==> src/rtl/pwd_serializer_if.sv <==
// Handshake bundle between the code-entry logic, the serializer and the serial password checker.
// The master modport is the serializer's view; slave is the environment (entry logic plus checker).
interface pwd_serializer_if #(
  parameter int WIDTH = 4
);
  logic [WIDTH-1:0] code_data;
  logic             code_valid;
  logic             code_ready;
  logic             serial_data;
  logic             serial_valid;
  logic             serial_ready;
  logic             unlock_in;
  logic             pwd_incorrect_in;

  modport master (
    input  code_data, code_valid, serial_ready, unlock_in, pwd_incorrect_in,
    output code_ready, serial_data, serial_valid
  );

  modport slave (
    output code_data, code_valid, serial_ready, unlock_in, pwd_incorrect_in,
    input  code_ready, serial_data, serial_valid
  );
endinterface

==> src/rtl/pwd_serializer.sv <==
// Shifts a parallel code word MSB-first into the serial password checker and reports its verdict.
// Define PWD_SER_LOCKOUT_EN to enable failed-attempt counting and the timed lockout.
module pwd_serializer #(
  parameter int WIDTH          = 4,
  parameter int MAX_ATTEMPTS   = 3,
  parameter int LOCKOUT_CYCLES = 16
) (
  input  logic                              clk,
  input  logic                              reset,
  pwd_serializer_if.master                  bus,
  output logic                              done,
  output logic                              granted,
  output logic                              denied,
  output logic                              locked,
  output logic [$clog2(MAX_ATTEMPTS+1)-1:0] attempts_left
);
  localparam int AW = $clog2(MAX_ATTEMPTS + 1);
  localparam int CW = (WIDTH > 1) ? $clog2(WIDTH) : 1;

  typedef enum logic [1:0] {
    ST_IDLE,
    ST_SHIFT,
    ST_RESULT,
    ST_LOCKOUT
  } state_t;

  state_t           state_reg, state_next;
  logic [WIDTH-1:0] shift_reg, shift_next;
  logic [CW-1:0]    cnt_reg, cnt_next;
  logic             result_reg, result_next;
  logic             verdict;
  logic             lockout_entry;
  logic             lockout_exit;

  // Checker answers in the same beat; a dropped ready also counts as a verdict.
  assign verdict = bus.unlock_in | bus.pwd_incorrect_in | ~bus.serial_ready;

  always_ff @(posedge clk or posedge reset) begin
    if (reset) begin
      state_reg  <= ST_IDLE;
      shift_reg  <= '0;
      cnt_reg    <= '0;
      result_reg <= 1'b0;
    end else begin
      state_reg  <= state_next;
      shift_reg  <= shift_next;
      cnt_reg    <= cnt_next;
      result_reg <= result_next;
    end
  end

  always_comb begin
    state_next  = state_reg;
    shift_next  = shift_reg;
    cnt_next    = cnt_reg;
    result_next = result_reg;
    case (state_reg)
      ST_IDLE: begin
        if (bus.code_valid) begin
          shift_next = bus.code_data;
          cnt_next   = '0;
          state_next = ST_SHIFT;
        end
      end
      ST_SHIFT: begin
        if (verdict) begin
          // Both unlock and incorrect together is illegal and treated as a denial.
          result_next = bus.unlock_in & ~bus.pwd_incorrect_in;
          state_next  = ST_RESULT;
        end else if (cnt_reg == CW'(WIDTH - 1)) begin
          result_next = 1'b0;
          state_next  = ST_RESULT;
        end else begin
          shift_next = shift_reg << 1;
          cnt_next   = cnt_reg + 1'b1;
        end
      end
      ST_RESULT: begin
        state_next = lockout_entry ? ST_LOCKOUT : ST_IDLE;
      end
      ST_LOCKOUT: begin
        if (lockout_exit) begin
          state_next = ST_IDLE;
        end
      end
      default: state_next = ST_IDLE;
    endcase
  end

  // All outputs decode registered state only, so nothing loops back through the checker.
  assign bus.code_ready   = (state_reg == ST_IDLE);
  assign bus.serial_valid = (state_reg == ST_SHIFT);
  assign bus.serial_data  = (state_reg == ST_SHIFT) & shift_reg[WIDTH-1];
  assign done             = (state_reg == ST_RESULT);
  assign granted          = done & result_reg;
  assign denied           = done & ~result_reg;

`ifdef PWD_SER_LOCKOUT_EN
  localparam int TW = $clog2(LOCKOUT_CYCLES + 1);

  logic [AW-1:0] attempts_reg, attempts_next;
  logic [TW-1:0] timer_reg, timer_next;

  always_ff @(posedge clk or posedge reset) begin
    if (reset) begin
      attempts_reg <= AW'(MAX_ATTEMPTS);
      timer_reg    <= '0;
    end else begin
      attempts_reg <= attempts_next;
      timer_reg    <= timer_next;
    end
  end

  // A denial with one attempt left (or none) drops the counter to zero.
  assign lockout_entry = ~result_reg & (attempts_reg <= AW'(1));
  assign lockout_exit  = (timer_reg == TW'(1));

  always_comb begin
    attempts_next = attempts_reg;
    timer_next    = timer_reg;
    if (state_reg == ST_RESULT) begin
      if (result_reg) begin
        attempts_next = AW'(MAX_ATTEMPTS);
      end else if (attempts_reg != '0) begin
        attempts_next = attempts_reg - 1'b1;
      end
      if (lockout_entry) begin
        timer_next = TW'(LOCKOUT_CYCLES);
      end
    end else if (state_reg == ST_LOCKOUT) begin
      timer_next = timer_reg - 1'b1;
      if (lockout_exit) begin
        attempts_next = AW'(MAX_ATTEMPTS);
      end
    end
  end

  assign locked        = (state_reg == ST_LOCKOUT);
  assign attempts_left = attempts_reg;
`else
  assign lockout_entry = 1'b0;
  assign lockout_exit  = 1'b1;
  assign locked        = 1'b0;
  assign attempts_left = AW'(MAX_ATTEMPTS);
`endif
endmodule

==> src/flat_wrapper.sv <==
// flat-port wrapper written by rule: the top's interface ports become plain ports
module pwd_serializer_flat 
#(
  parameter int WIDTH          = 4,
  parameter int MAX_ATTEMPTS   = 3,
  parameter int LOCKOUT_CYCLES = 16
)
  (clk, reset, done, granted, denied, locked, attempts_left, bus_code_data, bus_code_valid, bus_serial_ready, bus_unlock_in, bus_pwd_incorrect_in, bus_code_ready, bus_serial_data, bus_serial_valid);
  pwd_serializer_if #(.WIDTH(WIDTH)) bus_i ();
  input  logic clk;
  input  logic reset;
  output logic done;
  output logic granted;
  output logic denied;
  output logic locked;
  output logic [$clog2(MAX_ATTEMPTS+1)-1:0] attempts_left;
  input wire logic [$bits(bus_i.code_data)-1:0] bus_code_data;
  input wire logic [$bits(bus_i.code_valid)-1:0] bus_code_valid;
  input wire logic [$bits(bus_i.serial_ready)-1:0] bus_serial_ready;
  input wire logic [$bits(bus_i.unlock_in)-1:0] bus_unlock_in;
  input wire logic [$bits(bus_i.pwd_incorrect_in)-1:0] bus_pwd_incorrect_in;
  output wire logic [$bits(bus_i.code_ready)-1:0] bus_code_ready;
  output wire logic [$bits(bus_i.serial_data)-1:0] bus_serial_data;
  output wire logic [$bits(bus_i.serial_valid)-1:0] bus_serial_valid;
  assign bus_i.code_data = bus_code_data;
  assign bus_i.code_valid = bus_code_valid;
  assign bus_i.serial_ready = bus_serial_ready;
  assign bus_i.unlock_in = bus_unlock_in;
  assign bus_i.pwd_incorrect_in = bus_pwd_incorrect_in;
  assign bus_code_ready = bus_i.code_ready;
  assign bus_serial_data = bus_i.serial_data;
  assign bus_serial_valid = bus_i.serial_valid;
  pwd_serializer #(.WIDTH(WIDTH), .MAX_ATTEMPTS(MAX_ATTEMPTS), .LOCKOUT_CYCLES(LOCKOUT_CYCLES)) u_core (.clk(clk), .reset(reset), .bus(bus_i), .done(done), .granted(granted), .denied(denied), .locked(locked), .attempts_left(attempts_left));
endmodule
==> config.mk <==
export PLATFORM = sky130hd
export DESIGN_NAME = pwd_serializer_flat
export DESIGN_NICKNAME = d
export VERILOG_FILES = /design/src/rtl/pwd_serializer_if.sv /design/src/rtl/pwd_serializer.sv /design/src/flat_wrapper.sv
export SDC_FILE = /design/constraint.sdc
export NUM_CORES = 1
export LEC_CHECK = 0
export CAP_MARGIN = 40
export CORE_AREA = 2 2 39 41
export CTS_BUF_LIST = sky130_fd_sc_hd__clkbuf_8 sky130_fd_sc_hd__clkbuf_16
export DETAILED_ROUTE_END_ITERATION = 16
export DIE_AREA = 0 0 41 43
export PLACE_DENSITY = 0.69
export SLEW_MARGIN = 20
export SYNTH_ARGS = -nofsm -noshare
export SYNTH_HDL_FRONTEND = slang
export SYNTH_SLANG_ARGS = --single-unit
==> constraint.sdc <==
create_clock -name clk -period 2.23 [get_ports clk]
set_clock_uncertainty 0.2 [all_clocks]
set_input_delay 0.223 -clock clk [delete_from_list [all_inputs] [get_ports clk]]
set_output_delay 0.223 -clock clk [all_outputs]
set_load 0.01 [all_outputs]
==> metrics list <==
- The via count of the first global-routing pass was 368.
- Pre-CTS WS: 285.4 ps
- The worst setup path is launched from a flip-flop.
* Outcome: finished, final reports clean
* Drt via density: 4.900
* Per-cell routed wire length: 11.89 um
- In the routed design, unresolved DRC markers number 0.
- Static timing analysis puts the maximum clock frequency at 470.5 MHz.
- The worst register-to-register path has a depth of 4.
* Critical Path Stages: 4
- Slowest stage cell on the critical path: sky130_fd_sc_hd__clkdlybuf4s50_1
- Clock tree synthesis selected as its root buffer the cell sky130_fd_sc_hd__clkbuf_8.
- A synthesized cell averages 10.72 um2.
- Layout overhead on the synthesized area: 41.37%
* Number of DRC violations after detailed-routing iteration 0: 10
* Maximum net fanout on the critical path: 6
- HPWL after DPL: 696.8 um
* Slew Limit Headroom: 65.90%
- Fraction of the yosys area taken by sequential cells: 45.69%
* Maximum Capacitance Violations: 0
* TritonCTS sink count: 9
- The commonest cells after synthesis are sky130_fd_sc_hd__dfrtp_1 (9), sky130_fd_sc_hd__nand2b_1 (4), sky130_fd_sc_hd__and2_1 (3), sky130_fd_sc_hd__buf_4 (3), sky130_fd_sc_hd__o221a_2 (3).
- Across all setup checks in the final design, the least slack found is 104.5 ps.
* Number of inserted diodes: 0
* Die Outline Area: 1763 um2
* Initial Utilization: 35.62%
- Number of placement rows: 14
- Clk slew on worst S/H paths: 50 ps
- Top flip-flop cell by instance count after synthesis: sky130_fd_sc_hd__dfrtp_1
* Number of detailed-routing iterations run before antenna repair: 4
- The sequential cells in the finished layout cover a total of 225.2 um2.
* Area of the multi-input gates: 241.5 um2
- TritonCTS built the clock tree.
- Ys async rst share: 100.0%
- Later-pin clock latency in the skew report: 240 ps
* Power Dens Cells: 846.5 nW/um2
- After clock tree synthesis, the setup repair step added 0 buffers.
- Post-synthesis cell area: 493.0 um2
* Maximum number of pins on one net before global-route repair: 10
- Setup repair after global routing left no endpoint under its margin.
- Area post-placement: 651.9 um2
- After routing, the total negative slack on setup checks comes to 0 ps.
* Proportion of layout cells with a drive suffix above 1: 18.75%
* Yosys Warn Count: 0
- After synthesis, the cell types taking the most area are sky130_fd_sc_hd__dfrtp_1 (46%), sky130_fd_sc_hd__o221a_2 (6.9%), sky130_fd_sc_hd__nand2b_1 (5.1%), sky130_fd_sc_hd__buf_4 (4.6%), sky130_fd_sc_hd__and2_1 (3.8%).
- The tightest min-delay check is of the primary input to asynchronous set/reset pin type.
* Post-Route WL: 951 um
* Cell chain of the critical path: nand2b_2, inv_1, and2_1, clkdlybuf4s50_1
- The startpoint identified for the worst register-to-register timing path is u_core.cnt_reg[0].
* Largest delay share family, worst path: buffers and inverters
- Count of flip-flops with a built-in enable after synthesis: 0
* Total number of vias: 392
- The first global-routing pass estimated 1.462 mm of wire.
- The most common cell in the synthesized netlist is sky130_fd_sc_hd__dfrtp_1.
* Number of failing hold endpoints at the final stage: 0
* Remaining global-route overflow: 0
- After clock tree synthesis, the repair step resized 0 gates.
* Seq cells post-synth: 9
* Net count, final: 76
- Port Buffer Count: 15
- In this run, placement finished with an instance count of 76.
* Number of buffers on the longest clock path: 2
- Global-route usage over all layers: 12.68%
* Number of different library cells in the post-synthesis netlist: 22
- After filler insertion, the fill cell instance count of the layout stands at 135.
- Peak supply drop: 0.3094 mV
- Placeable Area: 1384 um2
- In this run the number of H-tree levels came out at 1.
- For flop-to-flop paths, the worst setup slack is 360 ps.
* Total I/O pin count: 19
- Die outline width: 41 um
* Antenna Nets Post-Route: 0
* Max reg flops: 4
- Of the post-synthesis cell area, the dominant cell type holds 45.69%.
- Leakage power figure: 0.3042 nW
- Final RePlAce weighted congestion: 0.7703
- In this run, post-CTS hold repair placed 0 buffers.
- Data arrives at the worst endpoint at 1700 ps.
- The count of final max-slew check failures is 0.
* Number of antenna violations at the first check in global routing: 0
- STA puts the critical path data required time at 1810 ps.
- Summed area of non-filler cells in the final layout: 696.9 um2
- Gate Count Post-Synth: 46
- For the pin with the worst max-slew slack, the measured transition is 510.4 ps.
- Together, buffers and inverters on the worst path number 2.
- The worst path uses 95.31% of the clock period.
- TritonCTS created 3 clock buffers.
- Die height: 43 um
* Worst setup startpoint: u_core.state_reg[1]
- The critical path is of the flip-flop to primary output type.
- Sort of element at the end of the critical path: primary output
- Subtracting the final worst setup slack from the clock period gives 2125 ps.
- The synthesized design spends more area on one cell type than any other, namely sky130_fd_sc_hd__dfrtp_1.
- Post-Layout Cell Count: 80
* Finish-stage setup viols: 0
- For this run, the slowest stage of the critical path takes 530 ps.
==> path summary, 6_finish.rpt <==
kind / to
min in group clk: u_core.cnt_reg[0]
setup / recovery: bus_serial_data
hold / removal: u_core.state_reg[1]
hold reg to reg: u_core.cnt_reg[0]
setup reg to reg: u_core.shift_reg[2]
max in group asynchronous: u_core.state_reg[0]
==> logic make-up (layout without fill, tap and decap cells) <==
| kind of cell | count (synthesis) | in the layout | synth area share [%] |
|---|---|---|---|
| other | 2 | 3 | 1.523 |
| buffers and inverters | 5 | 22 | 6.092 |
| flip-flops | 9 | 9 | 45.69 |
| AO/OA/AOI/OAI | 8 | 8 | 15.48 |
| AND/OR/NAND/NOR | 20 | 20 | 26.65 |
| multiplexers | 1 | 1 | 2.031 |
| adder cells (fa/ha/maj) | 1 | 1 | 2.538 |
==> per-stage QoR <==
stage               hold WS [ps]  utilization, %  power (W)
floorplan                 -149.1               -  0.0003300
global placement           282.4           47.11  0.0004022
detailed placement         297.4           47.11  0.0004045
CTS                        65.94           50.36  0.0005965
global route               99.61           50.36  0.0006235
finish                     48.15           50.36  0.0005900
==> routing by layer <==
layer / vias to the layer above / track usage, % / part of all wire [%]
met1: 188 / 14.95 / 45
li1: 190 / - / -
met5: - / 0 / 0
met2: 12 / 19.38 / 49
met3: 2 / 1.571 / 3.9
met4: 0 / 10.00 / 2.0
==> layout make-up <==
| class | count | share of cell area, % |
|---|---|---|
| multi-input combinational | 33 | 34.65 |
| clock buffer | 3 | 5.925 |
| timing repair buffer | 16 | 22.62 |
| inverter | 2 | 1.077 |
| clock inverter | 1 | 0.5386 |
| sequential | 9 | 32.32 |
| tap | 16 | 2.873 |
==> placed cells by master (no fill, tap or decap), types with 3 or more instances in the layout <==
cell	Yosys	layout
sky130_fd_sc_hd__clkdlybuf4s50_1	0	15
sky130_fd_sc_hd__dfrtp_1	9	9
sky130_fd_sc_hd__nand2b_1	4	4
sky130_fd_sc_hd__inv_1	2	3
sky130_fd_sc_hd__and2_1	3	3
sky130_fd_sc_hd__o221a_2	3	3
sky130_fd_sc_hd__conb_1	2	3
sky130_fd_sc_hd__clkbuf_8	0	3
==> power by group <==
group | total [W] | internal, W | switching (W) | leakage (nW)
clock network | 0.000188 | 0.000120 | 0.0000679 | 0.0269
logic | 0.000170 | 0.0000989 | 0.0000711 | 0.166
registers | 0.000232 | 0.000205 | 0.0000270 | 0.111
total | 0.000590 | 0.000424 | 0.000166 | 0.304
No activity file was read; power rests on OpenSTA's default activity.
==> RTL change 1, RTL diff (same settings) <==
`WIDTH` is set to 4 in 3 places; all go to 8.
--- a/src/rtl/pwd_serializer_if.sv
+++ b/src/rtl/pwd_serializer_if.sv
@@ -1,7 +1,7 @@
 // Handshake bundle between the code-entry logic, the serializer and the serial password checker.
 // The master modport is the serializer's view; slave is the environment (entry logic plus checker).
 interface pwd_serializer_if #(
-  parameter int WIDTH = 4
+  parameter int WIDTH = 8
 );
   logic [WIDTH-1:0] code_data;
   logic             code_valid;
--- a/src/rtl/pwd_serializer.sv
+++ b/src/rtl/pwd_serializer.sv
@@ -1,7 +1,7 @@
 // Shifts a parallel code word MSB-first into the serial password checker and reports its verdict.
 // Define PWD_SER_LOCKOUT_EN to enable failed-attempt counting and the timed lockout.
 module pwd_serializer #(
-  parameter int WIDTH          = 4,
+  parameter int WIDTH          = 8,
   parameter int MAX_ATTEMPTS   = 3,
   parameter int LOCKOUT_CYCLES = 16
 ) (
--- a/src/flat_wrapper.sv
+++ b/src/flat_wrapper.sv
@@ -1,7 +1,7 @@
 // flat-port wrapper written by rule: the top's interface ports become plain ports
 module pwd_serializer_flat 
 #(
-  parameter int WIDTH          = 4,
+  parameter int WIDTH          = 8,
   parameter int MAX_ATTEMPTS   = 3,
   parameter int LOCKOUT_CYCLES = 16
 )
Interface: changed (resized bus_code_data); port bits go from 19 to 23. No check against the original RTL was run, so the function may have changed too.
==> RTL change 1 against the unedited design <==
  * Area after synthesis increased by 49%
  * Sequential cell count increased by 5
  * Cell area increased by 37%
  * Synthesized cell count increased by 35%
  * Wire length increased by 44%
  * Die area unchanged
  * Setup slack improved by 0.058 ns
  * Total power increased by 35%
  * Final cell count increased by 21%
  * Critical endpoint unchanged
  * Register-to-register slack got worse by 0.19 ns
  * Critical path depth unchanged
==> RTL change 1: results (changes against the unedited design) <==
Run status
  – Result of the run: complete, no violations

Final layout
  – Share of the final layout cell area in multi-input gates: 34.82% (+0.17 points)
  – Area occupied by registers: 350.3 µm² (+56%)
  – Non-clock buffer count in the final layout: 20 (+4)
  – Count of filler cells inserted in the layout: 112 (-17%)
  – Seq_cells: 14 (+5)
  – Clock network area share: 4.336% (-2.1 points)
  – NonClk Buf Share: 20.76% (-1.9 points)
  – Max FFs per register: 8 (+4)

Pwr
  – Combinational power: 0.000219 W (+29%)
  – Maximum ir drop on the vdd rail: 0.0006096 V (+97%)
  – P_sw: 0.0002223 W (+34%)

Yosys
  – Fraction of the yosys area taken by sequential cells: 47.70% (+2.0 points)
  – Compound-gate portion of the synthesized area: 17.21% (+1.7 points)
  – Cell types occupying the most area after synthesis: sky130_fd_sc_hd__dfrtp_1 (48%), sky130_fd_sc_hd__o221a_1 (11%), sky130_fd_sc_hd__or2b_1 (4.1%)
  – Number of synthesized register bits: 14 (+5)
  – Arithmetic-cell share of the synthesized area counting full adders, half adders and majority gates: 3.407% (+0.87 points)

Detailed routing
  – Avg WL per Cell: 14.13 µm (+19%)
  – Vias post-DR: 534 (+36%)
  – Routed length on met1: 569 µm (+32%)

Global route
  – Overall track demand over capacity in global routing: 20.55% (+7.9 points)
  – Routing usage on met2: 30.00% (+11 points)
  – Maximum number of pins on one net before global-route repair: 15 (+5)
  – Vias in the first global route: 535 (+45%)
  – Global-route met3 utilization: 6.283% (+4.7 points)
  – Met1 layer usage reported by global route: 23.55% (+8.6 points)

Place
  – Post-detail-place hpwl: 1.065 mm (+53%)
  – Post-placement setup slack: 0.1908 ns (-0.09462 ns)
  – Gp weighted congestion: 0.7023 (-8.8%)
  – Number of input and output port buffers inserted: 19 (+4)

STA
  – Hold WS: 0.1138 ns (+0.06565 ns)
  – Relative slew slack: 66.06% (+0.16 points)

Critical path
  – Reg2reg setup slack: 0.17 ns (-0.19 ns)
  – Reg2Reg Capture Point: u_core.shift_reg[1]
[RTL change 1: changes by cell type in the layout (fill, tap and decap cells not counted), moves of 2 or more]
cell | before | now
sky130_fd_sc_hd__nor3b_1 | 2 | 0
sky130_fd_sc_hd__clkdlybuf4s50_1 | 15 | 19
sky130_fd_sc_hd__o221a_1 | 0 | 7
sky130_fd_sc_hd__o221a_2 | 3 | 0
sky130_fd_sc_hd__dfrtp_1 | 9 | 14
sky130_fd_sc_hd__and3_1 | 0 | 2
sky130_fd_sc_hd__or2b_1 | 0 | 4
sky130_fd_sc_hd__a31o_1 | 0 | 3
[RTL change 1: worst max-delay path: stages (launching register included)]
cell	delay [ns]
sky130_fd_sc_hd__dfrtp_1	0.40
sky130_fd_sc_hd__nand2b_2	0.22
sky130_fd_sc_hd__inv_2	0.12
sky130_fd_sc_hd__and2_1	0.14
sky130_fd_sc_hd__clkdlybuf4s50_1	0.52
==> RTL change 2, RTL diff (same settings) <==
Made on the original files. `shift_reg` no longer has a reset.
--- a/src/rtl/pwd_serializer.sv
+++ b/src/rtl/pwd_serializer.sv
@@ -38,15 +38,17 @@
   always_ff @(posedge clk or posedge reset) begin
     if (reset) begin
       state_reg  <= ST_IDLE;
-      shift_reg  <= '0;
       cnt_reg    <= '0;
       result_reg <= 1'b0;
     end else begin
       state_reg  <= state_next;
-      shift_reg  <= shift_next;
       cnt_reg    <= cnt_next;
       result_reg <= result_next;
     end
+  end
+
+  always_ff @(posedge clk) begin
+    shift_reg <= shift_next;
   end
 
   always_comb begin
Check against the original RTL: same outputs for any inputs over 10 cycles, from zero or initial values and one cycle with reset high; that may be too few to reach the edited logic, so the function may still have changed.
==> RTL change 2 against the unedited design <==
  * Wire length grew 1.4%
  * Cell area up 0.54%
  * Sequential cell count did not move
  * Setup slack better by 0.0079 ns
  * Total power down 5.8%
  * Utilization grew 0.27 points
  * First-iteration DRC count decreased by 50%
  * Combinational power decreased by 18%
  * Area after synthesis up 1.8%
  * Critical path depth unchanged
  * Die area stayed put
  * Critical path type unchanged
  * Highest routed layer unchanged
==> RTL change 2: results (changes against the unedited design) <==
Global route
  – Overall track demand over capacity in global routing: 13.39% (+0.71 points)
  – Wire length of the first global-routing pass: 1.518 mm (+3.8%)
  – Maximum number of pins on one net before global-route repair: 9 (-1)
  – Vias in the first global route: 391 (+6.3%)

Final layout
  – Layout cells sized above 1: 10.14% (-8.6 points)
  – Clock network area share: 6.429% (-0.035 points)
  – Area occupied by registers: 245.2 µm² (+8.9%)
  – Count of filler cells inserted in the layout: 144 (+6.7%)
  – Final net count: 81 (+6.6%)
  – NonClk Buf Share: 22.50% (-0.12 points)
  – #MultiIn Comb: 38 (+15%)
  – Share of the final layout cell area in multi-input gates: 32.14% (-2.5 points)

Pwr
  – Leak pwr: 0.3136 nW (+3.1%)
  – P_sw: 0.0001518 W (-8.5%)
  – Sequential Power Share: 41.8% (+2.5 points)
  – Maximum ir drop on the vdd rail: 0.0003081 V (-0.45%)
  – Part of the total power dissipated in the clock network: 32.9% (+1.0 points)
  – Design internal power: 0.0004037 W (-4.8%)

Critical path
  – Critical R2R Launch: u_core.cnt_reg[0]
  – Reg2Reg Capture Point: u_core.shift_reg[3]
  – Reg2reg setup slack: 0.30 ns (-0.06 ns)
  – Biggest fanout along the worst timing path: 8 (+2)

Place
  – Post-detail-place hpwl: 741.8 µm (+6.5%)
  – Post-placement setup slack: 0.2391 ns (-0.04633 ns)
  – Gp weighted congestion: 0.7325 (-4.9%)

Yosys
  – Fraction of the yosys area taken by sequential cells: 48.88% (+3.2 points)
  – Cell types occupying the most area after synthesis: sky130_fd_sc_hd__dfrtp_1 (25%), sky130_fd_sc_hd__edfxtp_1 (24%), sky130_fd_sc_hd__nand2_1 (9.7%)
  – Async set-reset flop share out of synthesis: 55.56% (-44 points)
  – List of most frequent post-synthesis cells: sky130_fd_sc_hd__nand2_1 (13), sky130_fd_sc_hd__dfrtp_1 (5), sky130_fd_sc_hd__edfxtp_1 (4), sky130_fd_sc_hd__nor2_1 (4)
  – Count of flip-flops with a built-in enable after synthesis: 4 (+4)

Detailed routing
  – Number of design-rule violations left by the first detailed-router iteration: 5 (-5)
  – Number of vias per cell after detailed routing: 4.576 (-6.6%)
  – Drt total wl: 964 µm (+1.4%)

Clocking
  – Post-CTS sizing: 0 (unchanged)

Run status
  – Result of the run: complete, no violations

STA
  – Crit path time final: 2.118 ns (-0.007942 ns)
==> RTL change 2: metal layers <==
layer  vias up  track usage [%]  share of wire (%)
li1        199                -                  -
met1       171            14.29                 40
met2        17            22.19                 52
met3         2            1.571                6.4
met4         0            10.00                1.5
met5         -                0                  0
==> RTL change 2: through the flow <==
step / hold slack [ns] / instances / util [%] / cell area, µm²
floorplan: -0.1985 / 53 / - / 505.5
global placement: 0.2455 / 81 / 47.38 / 655.6
detailed placement: 0.2425 / 81 / 47.38 / 655.6
CTS: 0.005740 / 85 / 50.63 / 700.7
global route: 0.04618 / 85 / 50.63 / 700.7
finish: 0.0003615 / 85 / 50.63 / 700.7
==> RTL change 2: cell families (layout without fill, tap and decap cells) <==
logic type / after synthesis / after routing / share of synthesized area, %
other: 2 / 3 / 1.497
DFF: 9 / 9 / 48.88
adders and majority gates: 1 / 1 / 2.493
and+or+nand+nor: 28 / 28 / 31.42
muxes: 1 / 1 / 1.995
AOI/OAI and AO/OA: 5 / 5 / 6.735
buffers and inverters: 6 / 22 / 6.982
==> RTL change 2: worst min-delay path by stage <==
stage                from                end  cells past startpoint  slack, ns
finish              reset  u_core.cnt_reg[0]                      2     0.0004
global route        reset  u_core.cnt_reg[0]                      2       0.05
CTS                 reset  u_core.result_reg                      2      0.006
detailed placement  reset  u_core.result_reg                      2       0.24
floorplan           reset  u_core.cnt_reg[0]                      1      -0.20
global placement    reset  u_core.cnt_reg[1]                      2       0.25
==> RTL change 2: worst max-delay path, stage by stage (launching register included) <==
cell                              delay, ns
sky130_fd_sc_hd__dfrtp_1               0.42
sky130_fd_sc_hd__nand2b_2              0.26
sky130_fd_sc_hd__inv_2                 0.12
sky130_fd_sc_hd__and2_1                0.13
sky130_fd_sc_hd__clkdlybuf4s50_1       0.53
